`config.mk`:
```
export PLATFORM = sky130hd
export DESIGN_NAME = fetch_branch_stage
export DESIGN_NICKNAME = d
export VERILOG_FILES = /design/src/rtl/fetch_branch_stage_pkg.sv /design/src/rtl/fetch_branch_stage_if_id_reg.sv /design/src/rtl/fetch_branch_stage.sv
export SDC_FILE = /design/constraint.sdc
export NUM_CORES = 1
export LEC_CHECK = 0
export BUFFER_PORTS_ARGS = -buffer_cell sky130_fd_sc_hd__buf_2
export CORE_MARGIN = 2
export CORE_UTILIZATION = 30
export DETAILED_ROUTE_END_ITERATION = 16
export GPL_TIMING_DRIVEN = 0
export PLACE_DENSITY = 0.52
export SYNTH_ARGS = -nofsm -noshare
export SYNTH_HDL_FRONTEND = slang
export SYNTH_SLANG_ARGS = --single-unit
```
`constraint.sdc`:
```
create_clock -name clk -period 5.1 [get_ports clk]
set_input_delay 0.765 -clock clk [delete_from_list [all_inputs] [get_ports clk]]
set_output_delay 0.765 -clock clk [all_outputs]
set_load 0.005 [all_outputs]
```
`src/rtl/fetch_branch_stage_pkg.sv`:
```
// Shared fetch/branch constants and helpers, also used by the hazard unit and ID stage.
package fetch_branch_stage_pkg;

  localparam int unsigned XLEN  = 32;
  localparam int unsigned CNT_W = 16;

  localparam logic [XLEN-1:0] DEF_RESET_PC  = 32'h0000_0000;
  localparam logic [XLEN-1:0] DEF_NOP_INSTR = 32'hE1A0_0000;
  localparam logic [XLEN-1:0] DEF_PC_AHEAD  = 32'd8;
  localparam logic [XLEN-1:0] PC_INCR       = 32'd4;

  typedef struct packed {
    logic [XLEN-1:0] instr;
    logic [XLEN-1:0] pc;
    logic            valid;
  } if_id_t;

  // Saturating increment for the redirect counter.
  function automatic logic [CNT_W-1:0] sat_inc(input logic [CNT_W-1:0] cnt);
    if (cnt == {CNT_W{1'b1}}) begin
      sat_inc = cnt;
    end else begin
      sat_inc = cnt + CNT_W'(1);
    end
  endfunction

endpackage

```
`src/rtl/fetch_branch_stage_if_id_reg.sv`:
```
// IF/ID pipeline register: holds on ~en, loads a NOP bubble on flush.
module fetch_branch_stage_if_id_reg
  import fetch_branch_stage_pkg::*;
#(
  parameter logic [XLEN-1:0] NOP_INSTR = DEF_NOP_INSTR
) (
  input  logic            clk,
  input  logic            reset,
  input  logic            en,
  input  logic            flush,
  input  logic [XLEN-1:0] instr_d,
  input  logic [XLEN-1:0] pc_d,
  output logic [XLEN-1:0] instr,
  output logic [XLEN-1:0] pc,
  output logic            valid
);

  if_id_t q;
  if_id_t d;

  // Flushed slot keeps the fetch PC but carries a bubble.
  always_comb begin
    d = '{instr: instr_d, pc: pc_d, valid: 1'b1};
    if (flush) begin
      d.instr = NOP_INSTR;
      d.valid = 1'b0;
    end
  end

  always_ff @(posedge clk or posedge reset) begin
    if (reset) begin
      q <= '{instr: NOP_INSTR, pc: '0, valid: 1'b0};
    end else if (en) begin
      q <= d;
    end
  end

  assign instr = q.instr;
  assign pc    = q.pc;
  assign valid = q.valid;

endmodule

```
`src/rtl/fetch_branch_stage.sv`:
```
// Fetch stage: PC register, next-PC mux, branch target adder and IF/ID register.
module fetch_branch_stage
  import fetch_branch_stage_pkg::*;
#(
  parameter logic [XLEN-1:0] RESET_PC  = DEF_RESET_PC,
  parameter logic [XLEN-1:0] NOP_INSTR = DEF_NOP_INSTR,
  parameter logic [XLEN-1:0] PC_AHEAD  = DEF_PC_AHEAD
) (
  input  logic             clk,
  input  logic             reset,
  input  logic             stall,
  input  logic             branch_taken,
  input  logic [XLEN-1:0]  ext_offset,
  input  logic [XLEN-1:0]  imem_data,
  output logic [XLEN-1:0]  imem_addr,
  output logic [XLEN-1:0]  if_id_instr,
  output logic [XLEN-1:0]  if_id_pc,
  output logic             if_id_valid,
  output logic [23:0]      imm24,
  output logic [XLEN-1:0]  branch_target,
  output logic [CNT_W-1:0] branch_count
);

  logic [XLEN-1:0] pc;
  logic [XLEN-1:0] pc_next;
  logic            redirect;

  assign imem_addr     = pc;
  assign imm24         = if_id_instr[23:0];
  assign branch_target = if_id_pc + PC_AHEAD + ext_offset;

  // A bubble in IF/ID can never redirect, and a stalled cycle never accepts one.
  assign redirect = branch_taken & if_id_valid & ~stall;

  always_comb begin
    pc_next = pc + PC_INCR;
    if (redirect) begin
      pc_next = branch_target;
    end
  end

  always_ff @(posedge clk or posedge reset) begin
    if (reset) begin
      pc <= RESET_PC;
    end else if (!stall) begin
      pc <= pc_next;
    end
  end

  always_ff @(posedge clk or posedge reset) begin
    if (reset) begin
      branch_count <= '0;
    end else if (redirect) begin
      branch_count <= sat_inc(branch_count);
    end
  end

  fetch_branch_stage_if_id_reg #(
    .NOP_INSTR (NOP_INSTR)
  ) u_if_id (
    .clk     (clk),
    .reset   (reset),
    .en      (~stall),
    .flush   (redirect),
    .instr_d (imem_data),
    .pc_d    (pc),
    .instr   (if_id_instr),
    .pc      (if_id_pc),
    .valid   (if_id_valid)
  );

endmodule

```
==> results.ini <==
[yosys]
syn_nets=930
ys_types=60
netlist_area_sq_um=7400
synth-main-ff-cell=dfrtp_1
synth_compound_area_share_pct=14.8
synthMuxAreaShare_pct=4.55
ys_async_sr_fraction_pct=100
ys_ff_latch=113
synthCells=798
yosys.area_share.simple_pct=14.7
syn_avg_cell_area_sq_um=9.28
synth_edf_count=0
yosysWarnings=0
synth_xor_area_share_pct=8.28
ys_seq_area_share_pct=38.3
synth_fa_ha_area_share_pct=10.9
synth_top_family_by_area=compound AO/OA/AOI/OAI gates

[detailed_routing]
wl_met2_mm=10.6
wirelength_mm=23.1
vias_per_cell=4.74
top_layer=met4
drcViolationCount=0
drt-met1-wl_mm=10.9
num_vias=6597
wl_met3_mm=1.22
first_pass_iters=4
wl_per_cell_um=16.6
drt-initial-drc-count=275
postRouteAntennaNets=0

[clock_tree]
cts_root_buf=clkbuf_16
cts_max_level=4
cts_buffer_depth=2
cts_resized=0
cts_tree=built
post_cts_buffers=0
postCtsHoldBufs=0
cts_sinks=113
numCtsBuffers=17
clk_pin_slew_ps=60
clk-insertion-delay-late_ps=420

[cells_and_area]
filler_cell_count=2527
layout.cells.non_filler=1391
post-route-util_pct=39.6
drive_gt1_share_pct=35.6
layout.nets=1185
syn2layout_area_growth_pct=29.7

[global_route]
antenna_found_initial=1
grt_pass1_wl_mm=35.8
grt_use_total_pct=17.8
overflow=0
first_global_vias=6385
grt_max_degree=61

[flow_run]
drv_cap=0

[critical_path]
timing.rr.start=u_if_id.pc[1]
crit_start=ext_offset[1]
path_class=primary input to primary output
crit_arrival_ps=3730
crit_path_start_kind=primary input
worstPathRequired_ps=4340
cp-end-kind=primary output
path_max_fanout=5

[power]
switching_power_mw=2.49
max-vdd-ir-drop_uv=239
p_sw_share_pct=41.9
p_int_mw=3.46
combPwrFrac_pct=54.2
sequentialPowerShare_pct=25.4
power_frac_clock_pct=20.3
pwr_density_cell_nw_per_um2=620
leakage_nw=4.77

[die]
start_util_pct=30.5
rows=57
core_sq_um=24200
dieArea_sq_um=25900
die_h_um=161
ios=237
die_w_um=161

[sta]
maxSlewViolCount=0
setup_tns_ps=0
hold_viol=0
setup_ws_ps=605
post-route-min-period_ps=4500
maxSlewHeadroom_pct=41.1
setup-violations-final=0
holdWs_ps=386
max_freq_ghz=0.222
clock_skew_ps=13.2
rsz0062_at_grt=no
finalCritPeriodShare_pct=88.1
tightest_slew_ps=884

[placed_design]
port_buffers=235
place_inst=1358
hpwl_mm=17.6
dpl_worst_slack_ps=664
place.gp.congestion=0.820

[worst_hold_path]
hp-class=primary input to asynchronous set/reset pin

[outcome]
status=finished clean

==> stage by stage <==
stage	cell area [sq um]	power (mW)
floorplan	7400	3.49
global placement	8980	4.74
detailed placement	9020	4.76
CTS	9600	6.02
global route	9600	6.43
finish	9600	5.95
==> power groups by stage <==
stage | Clock, mW | Combinational, mW | Sequential, mW
2_1_floorplan | 0 | 2.04 | 1.46
3_3_place_gp | 0 | 3.21 | 1.52
3_5_place_dp | 0 | 3.23 | 1.53
4_1_cts | 1.24 | 3.26 | 1.52
5_1_grt | 1.29 | 3.58 | 1.56
6_report | 1.21 | 3.23 | 1.51
==> synth_stat cells (2+ instances only) <==
cell | number | share of area (%)
a211o_1 | 2 | 0.24
a21o_1 | 15 | 1.5
a21oi_1 | 40 | 2.7
a21oi_2 | 3 | 0.36
a31oi_1 | 3 | 0.25
and2_1 | 3 | 0.25
and3_1 | 7 | 0.59
and4_1 | 3 | 0.36
buf_2 | 2 | 0.14
buf_4 | 56 | 5.7
buf_6 | 2 | 0.30
clkbuf_1 | 28 | 1.4
dfrtp_1 | 107 | 36
dfstp_2 | 6 | 2.1
ha_1 | 63 | 11
inv_1 | 19 | 0.96
mux2_2 | 29 | 4.4
nand2_1 | 135 | 6.8
nand2b_1 | 2 | 0.17
nand3_1 | 32 | 2.2
nand4_1 | 11 | 0.93
nor2_1 | 29 | 1.5
nor2b_1 | 3 | 0.25
nor3_1 | 7 | 0.47
nor4_1 | 2 | 0.17
o21a_1 | 9 | 0.91
o21ai_0 | 73 | 4.9
o21bai_1 | 5 | 0.51
o221ai_2 | 2 | 0.41
or3_1 | 2 | 0.17
xnor2_1 | 39 | 4.6
xor2_1 | 31 | 3.7
==> path summary, 6_finish.rpt <==
kind / to / slack, ps / cells past startpoint
max in group asynchronous: u_if_id.instr[31] / 3980 / 3
worst min-delay path: u_if_id.instr[10] / 390 / 2
worst max-delay path: branch_target[31] / 600 / 12
min in group clk: u_if_id.instr[29] / 460 / 2
worst min register to register: u_if_id.instr[29] / 460 / 2
worst max register to register: imem_addr[29] / 1760 / 10
==> cells by family (layout without fill, tap and decap cells) <==
logic type               after synthesis  count (layout)
adder cells (fa/ha/maj)               64              64
other                                  0               1
AO/OA/AOI/OAI                        171             171
AND/OR/NAND/NOR                      243             243
flip-flops                           113             113
XOR/XNOR                              70              70
multiplexers                          30              30
buffers and inverters                107             375
==> critical path, stage by stage <==
cell and delay, ps:
buf_2 100, ha_1 280, ha_1 260, fa_1 440, a211oi_1 330, o21ai_0 190, a21oi_2 340, a21bo_2 230
a21oi_1 160, a21oi_1 230, xor2_1 220, buf_2 160
==> cells in the final DEF, fill, tap and decap left out, types with 2 or more instances in the layout <==
cell,count
nor2b_1,3
nor3_1,7
clkbuf_16,17
nor4_1,2
a21oi_2,3
buf_6,2
o21ai_0,73
clkinvlp_4,5
o21bai_1,5
o221ai_2,2
xor2_1,31
nor2_1,29
and2_1,3
ha_1,63
bufinv_16,2
xnor2_1,39
nand3_1,32
dfstp_2,6
o21a_1,9
clkbuf_1,31
nand2b_1,2
nand2_1,135
buf_2,237
a211o_1,2
buf_4,56
and4_1,3
clkbuf_8,3
clkinv_2,2
or3_1,2
dfrtp_1,107
mux2_2,29
and3_1,7
a21o_1,15
inv_1,18
a21oi_1,40
a31oi_1,3
nand4_1,11
==> state kept, by name (all words and copies together) (netlist names) <==
register	flops
imem_addr	32
u_if_id.instr	32
u_if_id.pc	32
branch_count	16
u_if_id.valid	1
==> final cells by class <==
type                    instances  area, sq um  share of cell area [%]
clock inverters                 9          108                    1.12
multi-input cells             578         3940                    41.0
well taps                     324          405                    4.22
plain buffers                  88          558                    5.81
clock buffers                  23          478                    4.98
flip-flops and latches        113         2840                    29.5
diodes                          1         2.50                  0.0261
inverters                      19         76.3                   0.795
repair buffers                236         1200                    12.5
==> metal layers <==
metal	up-vias	global-route usage [%]
met5	-	0
met4	0	4.91
met3	25	3.75
met2	204	27.9
met1	3135	24.8
li1	3233	-
No activity file was read; power rests on OpenSTA's default activity.
